$ cat src/rtl/bomberman_draw_pkg.sv
// Shared constants and types for the Bomberman draw engine.
// Screen geometry, ROM selector codes, command and state encodings.
package bomberman_draw_pkg;

    localparam int COLOUR_W   = 9;
    localparam int SCREEN_W   = 160;
    localparam int SCREEN_H   = 120;
    localparam int SPRITE_DIM = 8;

    localparam logic [COLOUR_W-1:0] TRANSPARENT = 9'h1F8;

    localparam logic [1:0] MEM_TITLE  = 2'd0;
    localparam logic [1:0] MEM_STAGE  = 2'd1;
    localparam logic [1:0] MEM_WIN    = 2'd2;
    localparam logic [1:0] MEM_SPRITE = 2'd3;

    typedef enum logic [3:0] {
        CMD_NONE,
        CMD_PRINT,
        CMD_STAGE,
        CMD_TILE,
        CMD_EXPLOSION,
        CMD_BOMB,
        CMD_P1,
        CMD_P1_HP,
        CMD_P2,
        CMD_P2_HP
    } cmd_e;

    typedef enum logic [1:0] {
        S_IDLE,
        S_COPY,
        S_FLUSH,
        S_DONE
    } state_e;

    // y*160 + x using shifts only
    function automatic logic [14:0] screen_addr(
        input logic [8:0] x,
        input logic [7:0] y
    );
        return 15'({y, 7'd0}) + 15'({y, 5'd0}) + 15'(x);
    endfunction

endpackage

$ cat src/rtl/raster_counter.sv
// Column-inner, row-outer raster scan over a width x height block.
// Wraps to (0,0) when stepped on the last position.
module raster_counter (
    input  logic       clock,
    input  logic       reset,
    input  logic       clear,
    input  logic       step,
    input  logic [7:0] width,
    input  logic [6:0] height,
    output logic [7:0] col,
    output logic [6:0] row,
    output logic       last
);

    logic col_end;
    logic row_end;

    assign col_end = (col == width - 8'd1);
    assign row_end = (row == height - 7'd1);
    assign last    = col_end & row_end;

    always_ff @(posedge clock) begin
        if (reset || clear) begin
            col <= '0;
            row <= '0;
        end else if (step) begin
            if (col_end) begin
                col <= '0;
                row <= row_end ? 7'd0 : row + 7'd1;
            end else begin
                col <= col + 8'd1;
            end
        end
    end

endmodule

$ cat src/rtl/bomberman_draw_engine.sv
// Block copier: ROM -> frame buffer, or frame buffer -> VGA on print_screen.
// Define BOMBERMAN_DRAW_TRANSPARENCY_EN to skip colour-keyed sprite pixels.
module bomberman_draw_engine
    import bomberman_draw_pkg::*;
(
    input  logic                clock,
    input  logic                reset,
    input  logic                copy_enable,
    input  logic [1:0]          memory_select,
    input  logic                draw_stage,
    input  logic                draw_tile,
    input  logic                draw_explosion,
    input  logic                draw_bomb,
    input  logic                draw_p1,
    input  logic                draw_p1_hp,
    input  logic                draw_p2,
    input  logic                draw_p2_hp,
    input  logic                print_screen,
    input  logic                black,
    input  logic [7:0]          obj_x,
    input  logic [6:0]          obj_y,
    input  logic [3:0]          sprite_id,
    output logic                finished,
    output logic [1:0]          rom_sel,
    output logic [14:0]         rom_addr,
    input  logic [COLOUR_W-1:0] rom_data,
    output logic [14:0]         buf_addr,
    output logic [COLOUR_W-1:0] buf_wdata,
    output logic                buf_we,
    input  logic [COLOUR_W-1:0] buf_rdata,
    output logic [7:0]          vga_x,
    output logic [6:0]          vga_y,
    output logic [COLOUR_W-1:0] vga_colour,
    output logic                vga_plot
);

`ifdef BOMBERMAN_DRAW_TRANSPARENCY_EN
    localparam bit KEY_EN = 1'b1;
`else
    localparam bit KEY_EN = 1'b0;
`endif

    state_e state;
    state_e state_n;
    cmd_e   cmd_req;
    cmd_e   cmd_q;

    logic       accept;
    logic       issue;
    logic       hold;
    logic [7:0] ox_q;
    logic [6:0] oy_q;
    logic [3:0] sid_q;
    logic       blk_q;
    logic       full_q;
    logic       prn_q;

    logic [7:0] col;
    logic [6:0] row;
    logic       last;
    logic [7:0] blk_w;
    logic [6:0] blk_h;

    logic [8:0]  tx;
    logic [7:0]  ty;
    logic [14:0] tgt_addr;
    logic        in_range;

    // read stage: address on the ROM/buffer bus this cycle
    logic        rd_v;
    logic        rd_last;
    logic        rd_prn;
    logic        rd_inr;
    logic        rd_blk;
    logic        rd_spr;
    logic [7:0]  rd_x;
    logic [6:0]  rd_y;
    logic [14:0] rd_waddr;

    // write stage: read data is valid this cycle
    logic wr_v;
    logic wr_prn;
    logic wr_inr;
    logic wr_blk;
    logic wr_spr;
    logic key_hit;

    always_comb begin
        cmd_req = CMD_NONE;
        if (print_screen)
            cmd_req = CMD_PRINT;
        else if (copy_enable) begin
            if (draw_stage)          cmd_req = CMD_STAGE;
            else if (draw_tile)      cmd_req = CMD_TILE;
            else if (draw_explosion) cmd_req = CMD_EXPLOSION;
            else if (draw_bomb)      cmd_req = CMD_BOMB;
            else if (draw_p1)        cmd_req = CMD_P1;
            else if (draw_p1_hp)     cmd_req = CMD_P1_HP;
            else if (draw_p2)        cmd_req = CMD_P2;
            else if (draw_p2_hp)     cmd_req = CMD_P2_HP;
        end
    end

    always_comb begin
        hold = 1'b0;
        unique case (cmd_q)
            CMD_PRINT:     hold = print_screen;
            CMD_STAGE:     hold = copy_enable & draw_stage;
            CMD_TILE:      hold = copy_enable & draw_tile;
            CMD_EXPLOSION: hold = copy_enable & draw_explosion;
            CMD_BOMB:      hold = copy_enable & draw_bomb;
            CMD_P1:        hold = copy_enable & draw_p1;
            CMD_P1_HP:     hold = copy_enable & draw_p1_hp;
            CMD_P2:        hold = copy_enable & draw_p2;
            CMD_P2_HP:     hold = copy_enable & draw_p2_hp;
            default:       hold = 1'b0;
        endcase
    end

    always_comb begin
        state_n  = state;
        accept   = 1'b0;
        issue    = 1'b0;
        finished = 1'b0;
        unique case (state)
            S_IDLE: begin
                if (cmd_req != CMD_NONE) begin
                    accept  = 1'b1;
                    state_n = S_COPY;
                end
            end
            S_COPY: begin
                if (!hold)
                    state_n = S_IDLE;
                else if (rd_v && rd_last)
                    state_n = S_FLUSH;
                else
                    issue = 1'b1;
            end
            S_FLUSH: state_n = S_DONE;
            S_DONE: begin
                finished = 1'b1;
                state_n  = S_IDLE;
            end
            default: state_n = S_IDLE;
        endcase
    end

    always_ff @(posedge clock) begin
        if (reset)
            state <= S_IDLE;
        else
            state <= state_n;
    end

    always_ff @(posedge clock) begin
        if (reset) begin
            cmd_q   <= CMD_NONE;
            rom_sel <= '0;
            ox_q    <= '0;
            oy_q    <= '0;
            sid_q   <= '0;
            blk_q   <= 1'b0;
            full_q  <= 1'b0;
        end else if (accept) begin
            cmd_q   <= cmd_req;
            rom_sel <= memory_select;
            sid_q   <= sprite_id;
            blk_q   <= black;
            if (cmd_req == CMD_PRINT || cmd_req == CMD_STAGE) begin
                full_q <= 1'b1;
                ox_q   <= '0;
                oy_q   <= '0;
            end else begin
                full_q <= 1'b0;
                ox_q   <= obj_x;
                oy_q   <= obj_y;
            end
        end
    end

    assign prn_q = (cmd_q == CMD_PRINT);
    assign blk_w = full_q ? 8'(SCREEN_W) : 8'(SPRITE_DIM);
    assign blk_h = full_q ? 7'(SCREEN_H) : 7'(SPRITE_DIM);

    raster_counter u_scan (
        .clock  (clock),
        .reset  (reset),
        .clear  (accept),
        .step   (issue),
        .width  (blk_w),
        .height (blk_h),
        .col    (col),
        .row    (row),
        .last   (last)
    );

    assign tx       = {1'b0, ox_q} + {1'b0, col};
    assign ty       = {1'b0, oy_q} + {1'b0, row};
    assign tgt_addr = screen_addr(tx, ty);
    assign in_range = (tx < 9'(SCREEN_W)) && (ty < 8'(SCREEN_H));

    always_ff @(posedge clock) begin
        if (reset) begin
            rd_v     <= 1'b0;
            rd_last  <= 1'b0;
            rd_prn   <= 1'b0;
            rd_inr   <= 1'b0;
            rd_blk   <= 1'b0;
            rd_spr   <= 1'b0;
            rd_x     <= '0;
            rd_y     <= '0;
            rd_waddr <= '0;
            rom_addr <= '0;
        end else begin
            rd_v <= issue;
            if (issue) begin
                rd_last  <= last;
                rd_prn   <= prn_q;
                rd_inr   <= in_range;
                rd_blk   <= blk_q;
                rd_spr   <= (rom_sel == MEM_SPRITE) && !blk_q && !prn_q;
                rd_x     <= tx[7:0];
                rd_y     <= ty[6:0];
                rd_waddr <= tgt_addr;
                if (!prn_q) begin
                    if (!full_q && rom_sel == MEM_SPRITE)
                        rom_addr <= 15'({sid_q, row[2:0], col[2:0]});
                    else
                        rom_addr <= tgt_addr;
                end
            end
        end
    end

    // buf_addr carries read addresses on print_screen, write addresses otherwise
    always_ff @(posedge clock) begin
        if (reset) begin
            wr_v     <= 1'b0;
            wr_prn   <= 1'b0;
            wr_inr   <= 1'b0;
            wr_blk   <= 1'b0;
            wr_spr   <= 1'b0;
            vga_x    <= '0;
            vga_y    <= '0;
            buf_addr <= '0;
        end else begin
            wr_v <= rd_v;
            if (rd_v) begin
                wr_prn <= rd_prn;
                wr_inr <= rd_inr;
                wr_blk <= rd_blk;
                wr_spr <= rd_spr;
            end
            if (rd_v && rd_prn) begin
                vga_x <= rd_x;
                vga_y <= rd_y;
            end
            if (issue && prn_q)
                buf_addr <= tgt_addr;
            else if (rd_v && !rd_prn)
                buf_addr <= rd_waddr;
        end
    end

    assign key_hit    = KEY_EN && wr_spr && (rom_data == TRANSPARENT);
    assign buf_we     = wr_v & ~wr_prn & wr_inr & ~key_hit;
    assign buf_wdata  = (wr_v & ~wr_prn & ~wr_blk) ? rom_data : '0;
    assign vga_plot   = wr_v & wr_prn;
    assign vga_colour = (vga_plot & ~wr_blk) ? buf_rdata : '0;

endmodule
$ cat config.mk
export PLATFORM = sky130hd
export DESIGN_NAME = bomberman_draw_engine
export DESIGN_NICKNAME = d
export VERILOG_FILES = /design/src/rtl/bomberman_draw_pkg.sv /design/src/rtl/raster_counter.sv /design/src/rtl/bomberman_draw_engine.sv
export SDC_FILE = /design/constraint.sdc
export NUM_CORES = 1
export LEC_CHECK = 0
export ABC_AREA = 1
export CORE_UTILIZATION = 25
export CTS_CLUSTER_DIAMETER = 200
export DETAILED_ROUTE_END_ITERATION = 16
export PLACE_DENSITY = 0.51
export SYNTH_ARGS = -nofsm -noshare
export SYNTH_HDL_FRONTEND = slang
export SYNTH_SLANG_ARGS = --single-unit
$ cat constraint.sdc
create_clock -name clock -period 3.4 [get_ports clock]
set_clock_uncertainty 0.2 [all_clocks]
set_input_delay 0.68 -clock clock [delete_from_list [all_inputs] [get_ports clock]]
set_output_delay 0.68 -clock clock [all_outputs]
set_load 0.02 [all_outputs]
==> results of run 1 <==
==> registers in the layout, summed over array words and instances (netlist names), 2 cells and up, named ones only <==
register,flops
ox_q,8
rd_waddr,10
rd_x,8
u_scan.row,7
sid_q,4
buf_addr,15
rom_addr,15
vga_x,8
rom_sel,2
oy_q,7
rd_y,7
cmd_q,4
vga_y,7
u_scan.col,8
==> stage by stage <==
stage               TNS (ps)  setup slack [ps]  hold WS [ps]  total power, mW  std cells
floorplan                  0             51.52         224.8            1.785        939
global placement      -22.39            -22.39         235.6            1.996       1405
detailed placement    -318.1            -72.79         241.9            1.997       1405
CTS                   -220.6            -65.87         251.8            3.694       1440
global route           -1342            -134.1         272.0            3.833       1442
finish                     0             16.35         249.4            3.673       1442
==> synth_stat cells <==
library cell  instances  area (um2)
nand2_2               1       6.260
nand3_4               1       17.52
o21a_1                2       15.01
inv_1               118       442.9
nor2_4                2       22.52
a21oi_1              87       435.4
xor2_1               15       131.4
or2_2                 4       25.02
xnor2_1               7       61.31
nor3b_1               1       7.510
nor4_1                1       6.260
nand3_1              81       405.4
nand4_1              24       150.1
a31o_2                2       17.52
o21ai_0              80       400.4
buf_1                 3       11.26
o21bai_1              3       22.52
inv_2                 4       15.01
clkbuf_1             17       63.81
buf_4                 3       22.52
ha_1                 31       387.9
o211a_1               1       10.01
nand2_1             201       754.5
o211ai_1              4       30.03
nor3_1                7       35.03
nor2_1               92       345.3
nand3b_1              1       7.510
dfxtp_1             123        2462
o2bb2ai_1             1       8.760
a31oi_1               2       12.51
fa_1                  5       100.1
buf_2                15       75.07
==> what timing repair did <==
item,4_1_cts,5_1_grt
pin swaps,21,33
buffers inserted,5,2
resized for setup,19,31
setup endpoints to repair,15,24
==> worst max-delay path, cell delays in order, from the launching register on <==
cell	delay (ps)
dfxtp_2	350
ha_4	140
inv_2	30
fa_2	370
o21ai_4	180
a21oi_2	70
o21bai_1	160
xor2_1	240
ha_1	280
ha_2	190
fa_2	370
nand4_1	90
o211ai_1	110
xnor2_1	240
nand4_1	110
nand2_1	100
a21oi_1	60
==> layout make-up <==
class | count | area share (%)
clock buffers | 20 | 4.953
clock inverters | 11 | 0.9769
inverters | 122 | 4.966
multi-input cells | 656 | 39.74
flip-flops and latches | 123 | 26.73
well taps | 330 | 4.478
repair buffers | 180 | 18.15
==> layer usage <==
metal  vias up  GRT usage (%)
li1       3380              -
met1      2924          20.63
met2       154          24.08
met3        27          3.174
met4         0          5.692
met5         -              0
==> power by group <==
group	internal [mW]	total (mW)	switching (mW)	leakage, nW
sequential	1.49	1.52	0.0347	0.997
clock	0.972	1.68	0.703	0.251
combinational	0.199	0.475	0.276	2.78
total	2.66	3.67	1.01	4.03
==> how the worst min path moves through the flow <==
| stage | depth (start not counted) | slack [ps] | end |
|---|---|---|---|
| 2_1_floorplan | 2 | 220 | rd_waddr[6] |
| 3_3_place_gp | 2 | 240 | rd_waddr[6] |
| 3_5_place_dp | 2 | 240 | rom_addr[11] |
| 4_1_cts | 2 | 250 | rd_waddr[6] |
| 5_1_grt | 2 | 270 | rd_waddr[6] |
| 6_report | 2 | 250 | rom_addr[11] |
==> cells by family (layout without fill, tap and decap cells) <==
kind of cell | Yosys count | after routing
fa+ha+maj | 36 | 36
compound gates | 182 | 182
xor+xnor | 22 | 22
simple gates | 416 | 416
buf+inv | 160 | 333
flops | 123 | 123
==> cells in the final DEF, fill, tap and decap left out, types with 8 or more instances in the layout <==
master / n
clkbuf_16: 17
dfxtp_1: 121
buf_4: 59
a21oi_1: 79
inv_1: 113
nand4_1: 24
o21ai_0: 77
xor2_1: 12
a21oi_2: 8
nor2_1: 90
inv_2: 9
ha_1: 21
nand3_1: 76
clkdlybuf4s50_1: 119
nand2_1: 194
==> summary.md, run 1 <==
| Metric | Value |
|---|---|
| Status | `complete, no violations` |
| 1st-iter DRT viols | `317` |
| Largest family of logic cells by synthesized area | `simple AND/OR/NAND/NOR gates` |
| Lkg Pwr | `4.032 nW` |
| XOR/XNOR Fraction of Synth Area | `2.960%` |
| Syn_area_per_cell | `6.932 um2` |
| Compound-gate portion of the synthesized area | `14.63%` |
| Via/cell ratio | `4.497` |
| Wl on met1 | `9.728 mm` |
| Yosys warning count | `0` |
| #FFs+latches synth | `123` |
| Post-route DRC | `0` |
| Adder-cell share of the synthesized area | `7.497%` |
| Period utilization | `99.52%` |
| Top Metal Used | `met4` |
| Area Growth Syn to Fin | `41.68%` |
| Netlist cell types | `32` |
| CP Max Fanout | `3` |
| Slew Viols, Final | `0` |
| Worst path arrival time | `3490 ps` |
| Register area | `2465 um2` |
| # port buffers | `119` |
| Clock transition at the registers of the reported paths | `60 ps` |
| WP data required | `3510 ps` |
| CTS tree | `built` |
| RSZ-0062 raised after global routing | `true` |
| Core ar. | `25,330 um2` |
| Post-synthesis mux area share | `0%` |
| Gpl congestion | `0.8362` |
| DP Wirelength | `15.04 mm` |
| Syn nets | `1,027` |
| Post-Synthesis Cells | `939` |
| Simple-gate share of the synthesized area | `27.39%` |
| DR pass1 iterations | `7` |
| Root buffer cell | `clkbuf_16` |
| Setup violations, final | `0` |
| Routed wire per std cell | `13.84 um` |
| Hold_sp | `rom_addr[11]` |
| GRT Total Usage | `15.37%` |
| Worst-margin pin slew | `628.4 ps` |
| Io pins | `120` |
| Final Hold Fails | `0` |
| Critical R2R Capture | `buf_addr[12]` |
| Slew headroom | `57.79%` |
| Multi-input logic area | `3665 um2` |
| Share of layout cells above drive strength 1 | `13.85%` |
| Die Width | `163.4 um` |
| Met2 WL post-DR | `8.825 mm` |
| Antenna violations before repair | `0` |
| Seq/Total Area, Yosys | `37.83%` |
| Min Clock Period, post-route | `3384 ps` |
| FF-to-FF Start | `ox_q[0]` |
| Post-CTS Hold Fix Bufs | `0` |
| Util after Layout | `36.41%` |
| CP startpoint | `ox_q[0]` |
| Worst Setup Path Type | `reg -> reg` |
| Pwr/cell area | `398.3 nW/um2` |
| Worst VDD drop | `239.5 uV` |
| Drt total wl | `19.95 mm` |
| R2R setup slack | `20 ps` |
| Fin area | `9221 um2` |
| Synthesized area | `6509 um2` |
| Diodes inserted | `0` |
| Remaining Overflow, GRT | `0` |
| Worst setup SP type | `flip-flop` |
| Worst Hold Class | `reg -> reg` |
| Die area | `26,680 um2` |
| Clock Tree Buf Depth | `2` |
| Starting density of the core | `25.70%` |
| Std cell rows | `58` |
| CTS H-tree lvls | `4` |
| Post-DRT Antenna Nets | `0` |
| Vias in the first global route | `6,050` |
| Reg2Reg Depth | `16` |
| Die Height | `163.4 um` |
| Number of nets in the layout | `1,188` |
| First-pass GRT wire length | `31.79 mm` |
| CP endpoint | `buf_addr[12]` |
| Maximum operating frequency | `295.5 MHz` |
| Fillers | `2,672` |
| Met3 Wirelength | `965 um` |
| Placed Area | `8392 um2` |
| CTS Buf Count | `17` |
| Largest net degree at the start of global routing | `43` |
| Max-cap violation count | `0` |
| Worst skew pair latency | `430 ps` |
| DR vias | `6,485` |
| Clock tree sinks | `123` |
| Crit path capture type | `flip-flop` |
Power figures use the tool's default switching activity.
==> inputs of run 2 (changes only) <==
--- a/config.mk
+++ b/config.mk
@@ -6,10 +6,10 @@
 export NUM_CORES = 1
 export LEC_CHECK = 0
 export ABC_AREA = 1
-export CORE_UTILIZATION = 25
+export CORE_UTILIZATION = 48
 export CTS_CLUSTER_DIAMETER = 200
 export DETAILED_ROUTE_END_ITERATION = 16
-export PLACE_DENSITY = 0.51
+export PLACE_DENSITY = 0.82
 export SYNTH_ARGS = -nofsm -noshare
 export SYNTH_HDL_FRONTEND = slang
 export SYNTH_SLANG_ARGS = --single-unit
==> run 2 against run 1 <==
Effect of this change: the flow now finishes with violations (negative setup slack); combinational power hardly changed; core utilization is 32 points higher; setup slack worse by 140 ps; sequential power hardly changed; power is 4.1% higher; flip-flop and latch count stayed put; first-iteration DRC count is 65% higher; via count is 4.6% higher; die area is 47% lower; critical path type unchanged; highest routed layer unchanged.
==> summary.md, run 2 (synthesis results as in run 1) <==
| Metric | Value |
|---|---|
| P_int | `2.894 mW (was 2.659 mW)` |
| FF-to-FF Start | `u_scan.col[1] (was ox_q[0])` |
| CTS Buf Count | `17 (unchanged)` |
| Gate power share | `12.4% (was 12.9%)` |
| Sw Share | `24.34% (was 27.61%)` |
| Clock Tree Buf Depth | `2 (unchanged)` |
| Final WS setup | `-121.9 ps (was 16.35 ps)` |
| Crit path capture type | `flip-flop (unchanged)` |
| Setup violations, final | `5 (was 0)` |
| Commonest non-fill, non-tap cell in the layout | `nand2_1 (unchanged)` |
| Gpl congestion | `0.9362 (was 0.8362)` |
| Layout Cells excl Fill | `1,278 (was 1,442)` |
| Worst path arrival time | `3670 ps (was 3490 ps)` |
| Largest net degree at the start of global routing | `29 (was 43)` |
| DR vias | `6,781 (was 6,485)` |
| GRT Total Usage | `26.56% (was 15.37%)` |
| CP Max Fanout | `4 (was 3)` |
| Status | `finished with violations (was complete, no violations)` |
| CTS tree | `built (unchanged)` |
| Starting density of the core | `49.15% (was 25.70%)` |
| First-pass GRT wire length | `29.53 mm (was 31.79 mm)` |
| Period utilization | `103.6% (was 99.52%)` |
| Worst-margin pin slew | `593.4 ps (was 628.4 ps)` |
| Largest registers | `buf_addr x15, rom_addr x15, rd_waddr x10 (unchanged)` |
| Max-cap violation count | `0 (unchanged)` |
| Post-CTS Hold Fix Bufs | `0 (unchanged)` |
| Util after Layout | `67.96% (was 36.41%)` |
| Worst Setup Path Type | `reg -> reg (unchanged)` |
| Diodes inserted | `0 (unchanged)` |
| Io pins | `120 (unchanged)` |
| CP startpoint | `u_scan.col[1] (was ox_q[0])` |
| Vias in the first global route | `6,169 (was 6,050)` |
| Critical R2R Capture | `buf_addr[14] (was buf_addr[12])` |
| Violated checks | `negative setup slack` |
| Worst Hold Class | `reg -> reg (unchanged)` |
| Antenna violations before repair | `0 (unchanged)` |
| DP Wirelength | `12.97 mm (was 15.04 mm)` |
| Root buffer cell | `clkbuf_16 (unchanged)` |
| 1st-iter DRT viols | `524 (was 317)` |
| Final Total Pwr | `3.825 mW (was 3.673 mW)` |
| Die Width | `118.4 um (was 163.4 um)` |
| Clock tree sinks | `123 (unchanged)` |
| Slew headroom | `60.14% (was 57.79%)` |
| Post-route DRC | `0 (unchanged)` |
| Worst setup SP type | `flip-flop (unchanged)` |
| Via/cell ratio | `5.306 (was 4.497)` |
| R2R setup slack | `-120 ps (was 20 ps)` |
| Post-Place Cells | `1,238 (was 1,405)` |
| Slew Viols, Final | `0 (unchanged)` |
| Sequential share of power | `39.8% (was 41.5%)` |
| Worst VDD drop | `351.1 uV (was 239.5 uV)` |
| Die area | `14,030 um2 (was 26,680 um2)` |
| Pwr/cell area | `425.0 nW/um2 (was 398.3 nW/um2)` |
| Drt total wl | `18.86 mm (was 19.95 mm)` |
| Clock Power Share | `47.8% (was 45.6%)` |
| Number of nets in the layout | `1,177 (was 1,188)` |
| Die Height | `118.4 um (was 163.4 um)` |
| Share of layout cells above drive strength 1 | `12.34% (was 13.85%)` |
| Placed Area | `8089 um2 (was 8392 um2)` |
| WP data required | `3540 ps (was 3510 ps)` |
| CTS H-tree lvls | `4 (unchanged)` |
| Commonest cells after routing, fill and taps aside | `nand2_1, dfxtp_1, clkdlybuf4s50_1 (unchanged)` |
| Core ar. | `13,240 um2 (was 25,330 um2)` |
| Min Clock Period, post-route | `3522 ps (was 3384 ps)` |
| P_sw | `0.9310 mW (was 1.014 mW)` |
| Post-DRT Antenna Nets | `0 (unchanged)` |
| Fillers | `1,078 (was 2,672)` |
| DR pass1 iterations | `7 (unchanged)` |
| Std cell rows | `42 (was 58)` |
| Fin area | `9000 um2 (was 9221 um2)` |
| Maximum operating frequency | `283.9 MHz (was 295.5 MHz)` |
| Reg2Reg Depth | `20 (was 16)` |
| Worst skew pair latency | `420 ps (was 430 ps)` |
| RSZ-0062 raised after global routing | `true (unchanged)` |
| Remaining Overflow, GRT | `0 (unchanged)` |
| Area Growth Syn to Fin | `38.27% (was 41.68%)` |
| Lkg Pwr | `3.984 nW (was 4.032 nW)` |
| Clock transition at the registers of the reported paths | `50 ps (was 60 ps)` |
| # port buffers | `119 (unchanged)` |
| CP endpoint | `buf_addr[14] (was buf_addr[12])` |
| Routed wire per std cell | `14.76 um (was 13.84 um)` |
| Final Hold Fails | `0 (unchanged)` |
## run 2: metal layers
metal  global-route usage, %  routed length (um)  up-vias
li1                        -                   -     3357
met1                   32.88                8023     3080
met2                   43.64                8742      292
met3                   6.226                1385       52
met4                   12.42                 705        0
met5                       0                   0        -
## run 2: area by class of cell
cell class                 count  area [um2]  area share (%)
timing repair buffer         169        1579           17.54
sequential                   123        2465           27.39
multi-input combinational    656        3680           40.89
clock inverter                 7       112.6           1.251
inverter                     122       457.9           5.088
clock buffer                  25       485.5           5.394
tap                          176       220.2           2.447
## run 2: how the worst min path moves through the flow
stage / startpoint / slack, ps / cells after the start / to
detailed placement: rom_addr[10] / 230 / 2 / rom_addr[10]
global placement: rom_addr[10] / 230 / 2 / rom_addr[10]
floorplan: rd_waddr[6] / 220 / 2 / rd_waddr[6]
global route: rom_addr[11] / 260 / 2 / rom_addr[11]
CTS: rom_addr[10] / 240 / 2 / rom_addr[10]
finish: rom_addr[10] / 240 / 2 / rom_addr[10]
## run 2: power by group through the flow
stage               combinational (mW)  sequential, mW  clock [mW]
floorplan                        0.231            1.55           0
global placement                 0.415            1.55           0
detailed placement               0.421            1.55           0
CTS                              0.433            1.52        1.85
global route                     0.516            1.53        1.91
finish                           0.473            1.52        1.83
## run 2: critical path, stage by stage, from the launching register on
cell,delay [ps]
dfxtp_1,330
buf_4,140
ha_1,280
nand3_1,90
nand2_1,80
buf_4,140
a21oi_1,180
o21ai_0,160
xor2_1,200
ha_1,240
ha_2,200
fa_2,370
nand3_2,100
nand2_2,70
a21oi_2,150
inv_1,70
nand2_2,90
nand2_2,70
nand4_1,80
nand2_1,70
a21oi_1,130
## run 2: timing repair
| action | 4_1_cts | 5_1_grt |
|---|---|---|
| endpoints found under the setup margin | 8 | 22 |
| setup buffers | 4 | 4 |
| pin swaps | 15 | 24 |
| resized for setup | 12 | 34 |
## run 2: per-stage QoR
step,TNS [ps],hold slack (ps),setup slack [ps]
final,-242.9,240.9,-121.9
after global routing,-2115,265.0,-262.1
after CTS,-81.58,243.2,-43.30
after detailed placement,-170.8,231.1,-59.18
after global placement,0,232.2,56.53
after floorplan,0,224.8,51.52
==> inputs of run 3 (changes only) <==
--- a/config.mk
+++ b/config.mk
@@ -6,10 +6,10 @@
 export NUM_CORES = 1
 export LEC_CHECK = 0
 export ABC_AREA = 1
-export CORE_UTILIZATION = 48
+export CORE_UTILIZATION = 29
 export CTS_CLUSTER_DIAMETER = 200
 export DETAILED_ROUTE_END_ITERATION = 16
-export PLACE_DENSITY = 0.82
+export PLACE_DENSITY = 0.56
 export SYNTH_ARGS = -nofsm -noshare
 export SYNTH_HDL_FRONTEND = slang
 export SYNTH_SLANG_ARGS = --single-unit
==> run 3 against run 2 <==
Effect of this change: the run still ends with negative setup slack left; die area increased by 64%; clock power hardly changed; cell area rose by 2.2%; combinational power is essentially flat; critical path depth down 1; setup slack improved by 110 ps; largest power group unchanged.
==> summary.md, run 3 (synthesis results as in run 1) <==
| Metric | Value |
|---|---|
| Status | `finished with violations (unchanged)` |
| Violated checks | `negative setup slack (unchanged)` |
| Die Width | `151.8 um (was 118.4 um)` |
| Root buffer cell | `clkbuf_16 (unchanged)` |
| Worst path arrival time | `3570 ps (was 3670 ps)` |
| Share of layout cells above drive strength 1 | `13.81% (was 12.34%)` |
| DR vias | `6,514 (was 6,781)` |
| Antenna violations before repair | `0 (unchanged)` |
| GRT Total Usage | `17.23% (was 26.56%)` |
| Layout Cells excl Fill | `1,388 (was 1,278)` |
| Commonest cells after routing, fill and taps aside | `nand2_1, dfxtp_1, clkdlybuf4s50_1 (unchanged)` |
| Worst skew pair latency | `430 ps (was 420 ps)` |
| Critical R2R Capture | `buf_addr[14] (unchanged)` |
| Worst-margin pin slew | `617.0 ps (was 593.4 ps)` |
| Largest registers | `buf_addr x15, rom_addr x15, rd_waddr x10 (unchanged)` |
| Register area | `2467 um2 (was 2465 um2)` |
| Remaining Overflow, GRT | `0 (unchanged)` |
| Min Clock Period, post-route | `3416 ps (was 3522 ps)` |
| Area Growth Syn to Fin | `41.37% (was 38.27%)` |
| Routed wire per std cell | `14.01 um (was 14.76 um)` |
| Lkg Pwr | `4.046 nW (was 3.984 nW)` |
| Post-CTS Hold Fix Bufs | `0 (unchanged)` |
| RSZ-0062 raised after global routing | `true (unchanged)` |
| Reg2Reg Depth | `19 (was 20)` |
| Clock tree sinks | `123 (unchanged)` |
| Core ar. | `21,890 um2 (was 13,240 um2)` |
| CP Max Fanout | `3 (was 4)` |
| Multi-input logic area | `3689 um2 (was 3680 um2)` |
| Hold endpoint | `rom_addr[11] (was rom_addr[10])` |
| Fin area | `9201 um2 (was 9000 um2)` |
| Setup violations, final | `2 (was 5)` |
| Placed Area | `8287 um2 (was 8089 um2)` |
| Drt total wl | `19.45 mm (was 18.86 mm)` |
| Final Hold Fails | `0 (unchanged)` |
| Starting density of the core | `29.73% (was 49.15%)` |
| Post-Place Cells | `1,351 (was 1,238)` |
| # port buffers | `119 (unchanged)` |
| First-pass GRT wire length | `32.06 mm (was 29.53 mm)` |
| Via/cell ratio | `4.693 (was 5.306)` |
| Worst setup SP type | `flip-flop (unchanged)` |
| Std cell rows | `54 (was 42)` |
| CTS tree | `built (unchanged)` |
| Clock transition at the registers of the reported paths | `60 ps (was 50 ps)` |
| Die Height | `151.8 um (was 118.4 um)` |
| R2R setup slack | `-20 ps (was -120 ps)` |
| 1st-iter DRT viols | `418 (was 524)` |
| Post-DRT Antenna Nets | `0 (unchanged)` |
| Pwr/cell area | `415.5 nW/um2 (was 425.0 nW/um2)` |
| Commonest non-fill, non-tap cell in the layout | `nand2_1 (unchanged)` |
| Worst Hold Class | `reg -> reg (unchanged)` |
| Final WS setup | `-16.49 ps (was -121.9 ps)` |
| Slew Viols, Final | `0 (unchanged)` |
| Final Total Pwr | `3.823 mW (was 3.825 mW)` |
| Max-cap violation count | `0 (unchanged)` |
| Period utilization | `100.5% (was 103.6%)` |
| Hold Slack | `248.9 ps (was 240.9 ps)` |
| Slew headroom | `58.82% (was 60.14%)` |
| Hold_sp | `rom_addr[11] (was rom_addr[10])` |
| FF-to-FF Start | `ox_q[0] (was u_scan.col[1])` |
| Fillers | `2,253 (was 1,078)` |
| DR pass1 iterations | `5 (was 7)` |
| Worst VDD drop | `301.9 uV (was 351.1 uV)` |
| Worst Setup Path Type | `reg -> reg (unchanged)` |
| Vias in the first global route | `6,266 (was 6,169)` |
| Io pins | `120 (unchanged)` |
| Die area | `23,050 um2 (was 14,030 um2)` |
| WP data required | `3560 ps (was 3540 ps)` |
| CTS H-tree lvls | `4 (unchanged)` |
| Diodes inserted | `0 (unchanged)` |
| Largest net degree at the start of global routing | `77 (was 29)` |
| Gpl congestion | `0.8928 (was 0.9362)` |
| Post-route DRC | `0 (unchanged)` |
| Crit path capture type | `flip-flop (unchanged)` |
| Cell depth of the worst hold path | `2 (unchanged)` |
| Maximum operating frequency | `292.7 MHz (was 283.9 MHz)` |
| Clock Tree Buf Depth | `2 (unchanged)` |
| CTS Buf Count | `17 (unchanged)` |
| DP Wirelength | `14.42 mm (was 12.97 mm)` |
| Number of nets in the layout | `1,183 (was 1,177)` |
run 3: how the worst max path moves through the flow:
| stage | endpoint | startpoint |
|---|---|---|
| finish | buf_addr[14] | ox_q[0] |
| global route | buf_addr[14] | ox_q[0] |
| CTS | buf_addr[12] | ox_q[0] |
| detailed placement | buf_addr[14] | ox_q[0] |
| global placement | rom_addr[13] | ox_q[0] |
| floorplan | buf_addr[14] | u_scan.col[0] |
run 3: power breakdown:
group | switching (mW) | internal (mW)
Clock | 0.687 | 1.14
Combinational | 0.273 | 0.197
Sequential | 0.0345 | 1.49
run 3: area by class of cell:
class / count / area share, %
Sequential cell: 123 / 26.82
Multi-Input combinational cell: 656 / 40.09
Inverter: 122 / 4.977
Timing Repair Buffer: 175 / 17.77
Clock inverter: 12 / 1.469
Clock buffer: 20 / 5.072
Tap cell: 280 / 3.807
run 3: through the flow:
step / worst slack (ps) / TNS [ps] / util, %
2_1_floorplan: 51.52 / 0 / -
3_3_place_gp: 6.919 / 0 / 37.85
3_5_place_dp: -60.27 / -244.5 / 37.85
4_1_cts: -2.532 / -2.532 / 40.98
5_1_grt: -205.2 / -1215 / 42.03
6_report: -16.49 / -22.43 / 42.03
run 3: repair_timing:
action,4_1_cts,5_1_grt
setup endpoints to repair,11,20
gates resized for setup,13,44
pin swaps,5,26
setup buffers,2,3
hold endpoints to repair,0,0
run 3: worst max-delay path: stages, from the launching register on:
cell and delay (ps):
dfxtp_2 360, ha_4 150, inv_2 40, fa_2 360, o21ai_4 160, a21oi_2 70
o21bai_1 150, xor2_1 210, ha_1 270, ha_2 200, fa_2 370, nand3_2 90
nand2_2 80, a21oi_2 160, inv_1 60, nand2_2 90, nand2_2 70, nand4_1 80
nand2_1 70, a21oi_1 110
run 3: routing by layer:
layer / track usage (%) / part of all wire, % / vias to the layer above
met5: 0 / 0 / -
met4: 6.381 / 2.2 / 0
met3: 4.193 / 5.4 / 31
met2: 26.54 / 44 / 177
met1: 23.21 / 49 / 2935
li1: - / - / 3371
